===== src/rtl/imem_loader.sv =====
// Length-prefixed byte-stream loader for the risc_kgp instruction memory.
// Optional trailing XOR checksum is enabled by defining IMEM_LOADER_CHECKSUM_EN.
module imem_loader #(
    parameter int ADDR_WIDTH = 10
) (
    input  logic                  clk,
    input  logic                  reset,
    input  logic                  start,
    input  logic [7:0]            rx_data,
    input  logic                  rx_valid,
    output logic                  rx_ready,
    output logic                  imem_we,
    output logic [ADDR_WIDTH-1:0] imem_addr,
    output logic [31:0]           imem_wdata,
    output logic                  cpu_hold,
    output logic                  done,
    output logic                  error,
    output logic [15:0]           words_loaded
);

    localparam logic [2:0] ST_IDLE   = 3'd0;
    localparam logic [2:0] ST_LEN_HI = 3'd1;
    localparam logic [2:0] ST_LEN_LO = 3'd2;
    localparam logic [2:0] ST_DATA   = 3'd3;
    localparam logic [2:0] ST_WRITE  = 3'd4;
    localparam logic [2:0] ST_CHECK  = 3'd5;
    localparam logic [2:0] ST_DONE   = 3'd6;
    localparam logic [2:0] ST_ERROR  = 3'd7;

    // Lengths above the memory capacity are rejected, so addresses never wrap.
    localparam logic [32:0] CAPACITY = 33'd1 << ADDR_WIDTH;

`ifdef IMEM_LOADER_CHECKSUM_EN
    localparam logic [2:0] ST_FINAL = ST_CHECK;
`else
    localparam logic [2:0] ST_FINAL = ST_DONE;
`endif

    logic [2:0]  state;
    logic [15:0] len_q;
    logic [31:0] word_q;
    logic [1:0]  byte_cnt;
    logic        accept;
    logic [15:0] len_full;
    logic        too_long;
    logic        last_word;

`ifdef IMEM_LOADER_CHECKSUM_EN
    logic [7:0]  csum;
`endif

    assign rx_ready   = (state == ST_LEN_HI) || (state == ST_LEN_LO) ||
                        (state == ST_DATA)   || (state == ST_CHECK);
    assign accept     = rx_valid && rx_ready;
    assign len_full   = {len_q[15:8], rx_data};
    assign too_long   = {17'd0, len_full} > CAPACITY;
    assign last_word  = (words_loaded + 16'd1) == len_q;

    assign imem_we    = (state == ST_WRITE);
    assign imem_addr  = words_loaded[ADDR_WIDTH-1:0];
    assign imem_wdata = word_q;

    // NOTE: all state below is updated with non-blocking assignments so every
    // branch sees the pre-edge values of words_loaded, len_q and the checksum.
    always_ff @(posedge clk or negedge reset) begin
        if (!reset) begin
            state        <= ST_IDLE;
            len_q        <= '0;
            word_q       <= '0;
            byte_cnt     <= '0;
            cpu_hold     <= 1'b0;
            done         <= 1'b0;
            error        <= 1'b0;
            words_loaded <= '0;
        end else begin
            case (state)
                ST_IDLE, ST_DONE, ST_ERROR: begin
                    if (start) begin
                        state        <= ST_LEN_HI;
                        done         <= 1'b0;
                        error        <= 1'b0;
                        cpu_hold     <= 1'b1;
                        words_loaded <= '0;
                        byte_cnt     <= '0;
                    end
                end
                ST_LEN_HI: begin
                    if (accept) begin
                        len_q[15:8] <= rx_data;
                        state       <= ST_LEN_LO;
                    end
                end
                ST_LEN_LO: begin
                    if (accept) begin
                        len_q[7:0] <= rx_data;
                        if (too_long) begin
                            state <= ST_ERROR;
                            error <= 1'b1;
                        end else if (len_full == 16'd0) begin
                            state <= ST_FINAL;
`ifndef IMEM_LOADER_CHECKSUM_EN
                            done     <= 1'b1;
                            cpu_hold <= 1'b0;
`endif
                        end else begin
                            state <= ST_DATA;
                        end
                    end
                end
                ST_DATA: begin
                    if (accept) begin
                        word_q   <= {word_q[23:0], rx_data};
                        byte_cnt <= byte_cnt + 2'd1;
                        if (byte_cnt == 2'd3) begin
                            state <= ST_WRITE;
                        end
                    end
                end
                ST_WRITE: begin
                    words_loaded <= words_loaded + 16'd1;
                    if (last_word) begin
                        state <= ST_FINAL;
`ifndef IMEM_LOADER_CHECKSUM_EN
                        done     <= 1'b1;
                        cpu_hold <= 1'b0;
`endif
                    end else begin
                        state <= ST_DATA;
                    end
                end
`ifdef IMEM_LOADER_CHECKSUM_EN
                ST_CHECK: begin
                    if (accept) begin
                        if (rx_data == csum) begin
                            state    <= ST_DONE;
                            done     <= 1'b1;
                            cpu_hold <= 1'b0;
                        end else begin
                            state <= ST_ERROR;
                            error <= 1'b1;
                        end
                    end
                end
`endif
                default: state <= ST_IDLE;
            endcase
        end
    end

`ifdef IMEM_LOADER_CHECKSUM_EN
    // Running XOR over every accepted byte except the checksum byte itself.
    always_ff @(posedge clk or negedge reset) begin
        if (!reset) begin
            csum <= '0;
        end else if (start && ((state == ST_IDLE) || (state == ST_DONE) || (state == ST_ERROR))) begin
            csum <= '0;
        end else if (accept && (state != ST_CHECK)) begin
            csum <= csum ^ rx_data;
        end
    end
`endif

endmodule


===== config.mk =====
export PLATFORM = sky130hd
export DESIGN_NAME = imem_loader
export DESIGN_NICKNAME = d
export VERILOG_FILES = /design/src/rtl/imem_loader.sv
export SDC_FILE = /design/constraint.sdc
export NUM_CORES = 1
export LEC_CHECK = 0
export CAP_MARGIN = 20
export CORE_MARGIN = 1
export CORE_UTILIZATION = 50
export CTS_CLUSTER_SIZE = 28
export DETAILED_ROUTE_END_ITERATION = 16
export PLACE_DENSITY = 0.76
export SETUP_SLACK_MARGIN = 0.4
export SLEW_MARGIN = 20
export SYNTH_ARGS = -nofsm -noshare
export SYNTH_HDL_FRONTEND = slang
export SYNTH_SLANG_ARGS = --single-unit

===== constraint.sdc =====
create_clock -name clk -period 2.6 [get_ports clk]
set_input_delay 0.52 -clock clk [delete_from_list [all_inputs] [get_ports clk]]
set_output_delay 0.52 -clock clk [all_outputs]
set_load 0.02 [all_outputs]

======== Word level (Yosys, flattened, before mapping) ========
Cells that the tools add are included.
storage, ports and cells
  logic and storage cells ................. 78
  bits in registers ....................... 72
cells by class
  add/sub/neg operators ................... 2
  reduce and logical (&&, ||, !) cells .... 19
  eq/ne operators ......................... 18
  muxes and demuxes ....................... 29
  order comparisons ....................... 1
operator list
  kind                     count
  $pmux W16 S2             1
  $mux W3                  8
  $add A16 B1 Y16 const B  1
  $eq A16 B16 Y1           1
  $gt A16 B11 Y1 const B   1
  $logic_not A16 Y1        1
  $mux W16                 1
  $pmux W3 S5              1
  $eq A3 B3 Y1 const B     4
  $mux W1                  12
  $ne A2 B2 Y1 const B     6
  $reduce_and A2 Y1        4
  $eq A3 B2 Y1 const B     2
  $ne A2 B1 Y1 const B     3
  $pmux W1 S3              2
  $reduce_and A6 Y1        1
  $reduce_bool A2 Y1       3
  $reduce_and A5 Y1        1
  $mux W2                  2
  $pmux W2 S2              1
  $reduce_and A4 Y1        1
  $eq A3 B1 Y1 const B     1
  $logic_not A3 Y1         1
  $logic_or A1 B1 Y1       3
  7 further kinds          7

======== Depth between registers and ports, before layout ========
  word-level depth ........................ 7
  depth in mapped cells ................... 8

======== Worst setup path before layout ========
OpenSTA, ideal clock, no wires.
  kind .................................... register -> register
  from .................................... register words_loaded[0]
  to ...................................... register state[0]
  slack ................................... 135 ps
  cell stages (with the launch flop) ...... 9
  data arrival time ....................... 2343 ps
  required time ........................... 2479 ps
  buffers on the path ..................... 1
  cells stage by stage .................... dfrtp_1 ha_1 nand3_1 clkbuf_1 nor4_1 a32o_1 o2111ai_1 or3_1 o22a_1
on the way
  cells in the longest elaborated chain, start to end .. 4
RTL lines
  what                    line  source
  start, declared         18    output logic [15:0] words_loaded
  start signal, assigned  120   words_loaded <= words_loaded + 16'd1;
  $add A16 B1 Y16         57    assign last_word = (words_loaded + 16'd1) == len_q;
  $eq A16 B16 Y1          57
  $mux W3                 121   if (last_word) begin
  $pmux W3 S5             76    case (state)
  end signal, assigned    79    state <= ST_LEN_HI;
  end signal, assigned    122   state <= ST_FINAL;
  end signal, assigned    128   state <= ST_DATA;
  end, declared           39    logic [2:0] state;
Every way passes these cells.
A chain may end at the register's enable or synchronous reset.

======== Worst setup path in the final report ========
  from .................................... register len_q[13]
  to ...................................... register state[0]
on the way
  cells in the longest elaborated chain, start to end .. 5
RTL lines
  what                                                                    line  source
  start, declared                                                         40    logic [15:0] len_q;
  start signal, assigned                                                  89    len_q[15:8] <= rx_data;
  parallel branches: the longest is 4 deep, another holds $gt A16 B11 Y1  n/a
  $pmux W3 S5 (*)                                                         76
  end signal, assigned                                                    79
  end signal, assigned                                                    97    state <= ST_ERROR;
  end signal, assigned                                                    100   state <= ST_FINAL;
Every way passes the cells marked *. The select of a mux whose other input is x is not followed.

==> results.yml <==
critical_path:
  startpoint_type: "flop"
  worstPathBufferInverterCount: 0
  worst-setup-path-type: "reg2reg"
  max_stage_delay_ns: 0.57
  crit_family: "simple AND/OR/NAND/NOR gates"
  worstPathMaxFanout: 3
  critPathSlowestCell: "or4_4"
  cp-end-kind: "flop"
  worstPathRequired_ns: 2.83
  cp.arrival_ns: 2.39
  path_cells: "or4_4 > nor2_4 > a211oi_2 > a221o_1 > or3_1 > o22a_1"
drt:
  vias_per_cell: 5.626
  drt_first_iter_violations: 192
  via_count: 3190
  wirelength_mm: 9.616
  wire_per_inst_um: 16.96
  ant_nets: 0
  dr.pass1.iters: 5
  drc: 0
sta:
  period_share_pct: 82.99
  fin_crit_ns: 2.158
  tightest_slew_ns: 0.5559
  rsz0062_at_grt: "true"
  slew_headroom_pct: 62.46
  max_freq_ghz: 0.4634
  finalSetupViolCount: 0
  slew_violations: 0
  hold_viol_final: 0
  fin_skew_ns: 0.008783
power:
  power.density_nw_per_um2: 1060
  p_leak_nw: 2.247
  peakVddDrop_v: 0.0008134
grt:
  grt_pass1_vias: 3214
  grt_max_degree: 37
  grt_util_all_layers_pct: 25.09
  overflow: 0
  antenna_found_initial: 0
  grt_pass1_wl_mm: 16.08
min_path:
  hold_class: "in2async"
floorplanning:
  fp.dieW_um: 89.92
  core.rowCount: 31
  start_util_pct: 52.44
  core_um2: 7370
  ioPinCount: 75
  die-area_um2: 8086
  die-height_um: 89.92
layout:
  seq_area_um2: 1814
  multi_input_area_um2: 1944
  postLayoutCellArea_um2: 5278
  drive_above_1_share_pct: 33.33
  syn2layout_area_growth_pct: 36.55
  final_util_pct: 71.61
  fillerInstances: 559
  antennaDiodeCount: 0
  nets: 477
clock_tree:
  path_clk_slew_ns: 0.08
  insertion_delay_ns: 0.35
  cts_tree: "yes"
  clock-sinks: 72
  h-tree-depth: 3
  cts_buffers: 9
  cts_root_buf: "clkbuf_8"
  holdBufCountCts: 0
  cts_max_path_buffers: 2
placement:
  io_buffers: 74
  dpl_cell_area_um2: 4803
  gp_congestion: 0.9184
  dp_hpwl_mm: 6.831
synth:
  synth-async-reset-ratio_pct: 100.0
  synth_area_um2: 3865
  syn_area_per_cell_um2: 10.95
  yosys-top-cells-count: "72 x dfrtp_1, 49 x mux2_2, 28 x o21ai_0"
  synth_cell_types: 51
  synth_most_common_cell: "dfrtp_1"
  ys.flop_type: "dfrtp_1"
  netlist_instances: 353
  synth.top_cell.area_share_pct: 46.62
  netlist_top_cells_area: "dfrtp_1 47%, mux2_2 14%, o21ai_0 3.6%"
  yosysSeqAreaShare_pct: 46.62
  yosysTopAreaCell: "dfrtp_1"
  synth_nets: 367
  ys_seq_elements: 72
  synth_edf_count: 0
  synth_warnings: 0
run:
  cap_viol_max_count: 0
outcome:
  status: "complete, no violations"
## worst paths after layout
check / startpoint / cells after the start / slack [ns] / endpoint
max: len_q[13] / 6 / 0.44 / state[0]
min: reset / 1 / 0.15 / imem_wdata[24]
max reg2reg: len_q[13] / 6 / 0.44 / state[0]
min reg2reg: imem_wdata[29] / 1 / 0.51 / imem_wdata[29]
max in group asynchronous: reset / 2 / 1.80 / words_loaded[3]
min in group clk: imem_wdata[29] / 1 / 0.51 / imem_wdata[29]
## metrics by stage
stage / setup TNS, ns / setup WS [ns] / cells / total power [mW] / hold slack, ns
after floorplan: 0 / 0.4089 / 353 / 3.560 / 0.2244
after global placement: 0 / 0.06834 / 527 / 4.507 / 0.4879
after detailed placement: -0.008050 / -0.008050 / 527 / 4.590 / 0.4962
after CTS: 0 / 0.3852 / 552 / 5.546 / 0.1575
after global routing: 0 / 0.3952 / 567 / 5.941 / 0.1675
final: 0 / 0.4423 / 567 / 5.595 / 0.1478
## power breakdown
group	switching [mW]	internal (mW)	total [mW]
registers	0.379	1.56	1.94
logic	1.34	1.47	2.81
clock network	0.457	0.384	0.841
total	2.17	3.42	5.59
## worst register-to-register path, stage by stage, from the launching register on
cell and delay [ns]:
dfrtp_1 0.40, or4_4 0.57, nor2_4 0.11, a211oi_2 0.08
a221o_1 0.33, or3_1 0.37, o22a_1 0.19
## registers in the layout, indices dropped and copies added, names as in the netlist
name          flops
byte_cnt          2
cpu_hold          1
done              1
error             1
imem_wdata       32
len_q            16
state             3
words_loaded     16
## cells in the final DEF, fill, tap and decap left out, types with 4 or more instances in the layout
cell type / instances
buf_6: 4
clkdlybuf4s50_1: 67
dfrtp_2: 10
o21ai_1: 4
inv_1: 8
nand2b_1: 5
nand2_1: 15
buf_4: 47
o31ai_1: 8
nor2_1: 17
nor3_1: 5
o21ai_0: 25
clkbuf_8: 10
or3_1: 5
xor2_1: 6
dfrtp_1: 62
a21oi_1: 15
nand3_1: 9
mux2_2: 49
xnor2_1: 15
dlygate4sd2_1: 4
## timing repair
action,in CTS,in global routing
resized for setup,17,22
setup endpoints to repair,6,4
pin swaps,11,11
setup buffers,9,15
## cell type report
type | instances | share of cell area (%)
multi-input combinational | 244 | 36.84
clock inverter | 6 | 0.9483
sequential | 72 | 34.38
inverter | 9 | 0.6401
clock buffer | 10 | 2.608
timing repair buffer | 127 | 22.24
tap | 99 | 2.347
## cells by family (layout without fill, tap and decap cells)
group / Yosys count / in the layout / synth area share [%]
flip-flops: 72 / 72 / 46.62
XOR/XNOR: 21 / 21 / 4.759
multiplexers: 50 / 50 / 14.54
buffers and inverters: 37 / 152 / 5.665
AO/OA/AOI/OAI: 77 / 77 / 12.69
AND/OR/NAND/NOR: 94 / 94 / 15.09
adder cells (fa/ha/maj): 2 / 2 / 0.6474
## routing by layer
layer	share of wire (%)	GRT usage (%)	vias to the layer above
met3	4.3	4.230	12
met2	51	42.37	93
li1	-	-	1509
met1	43	33.11	1576
met5	0	0	-
met4	1.7	7.796	0
Power figures use the tool's default switching activity.
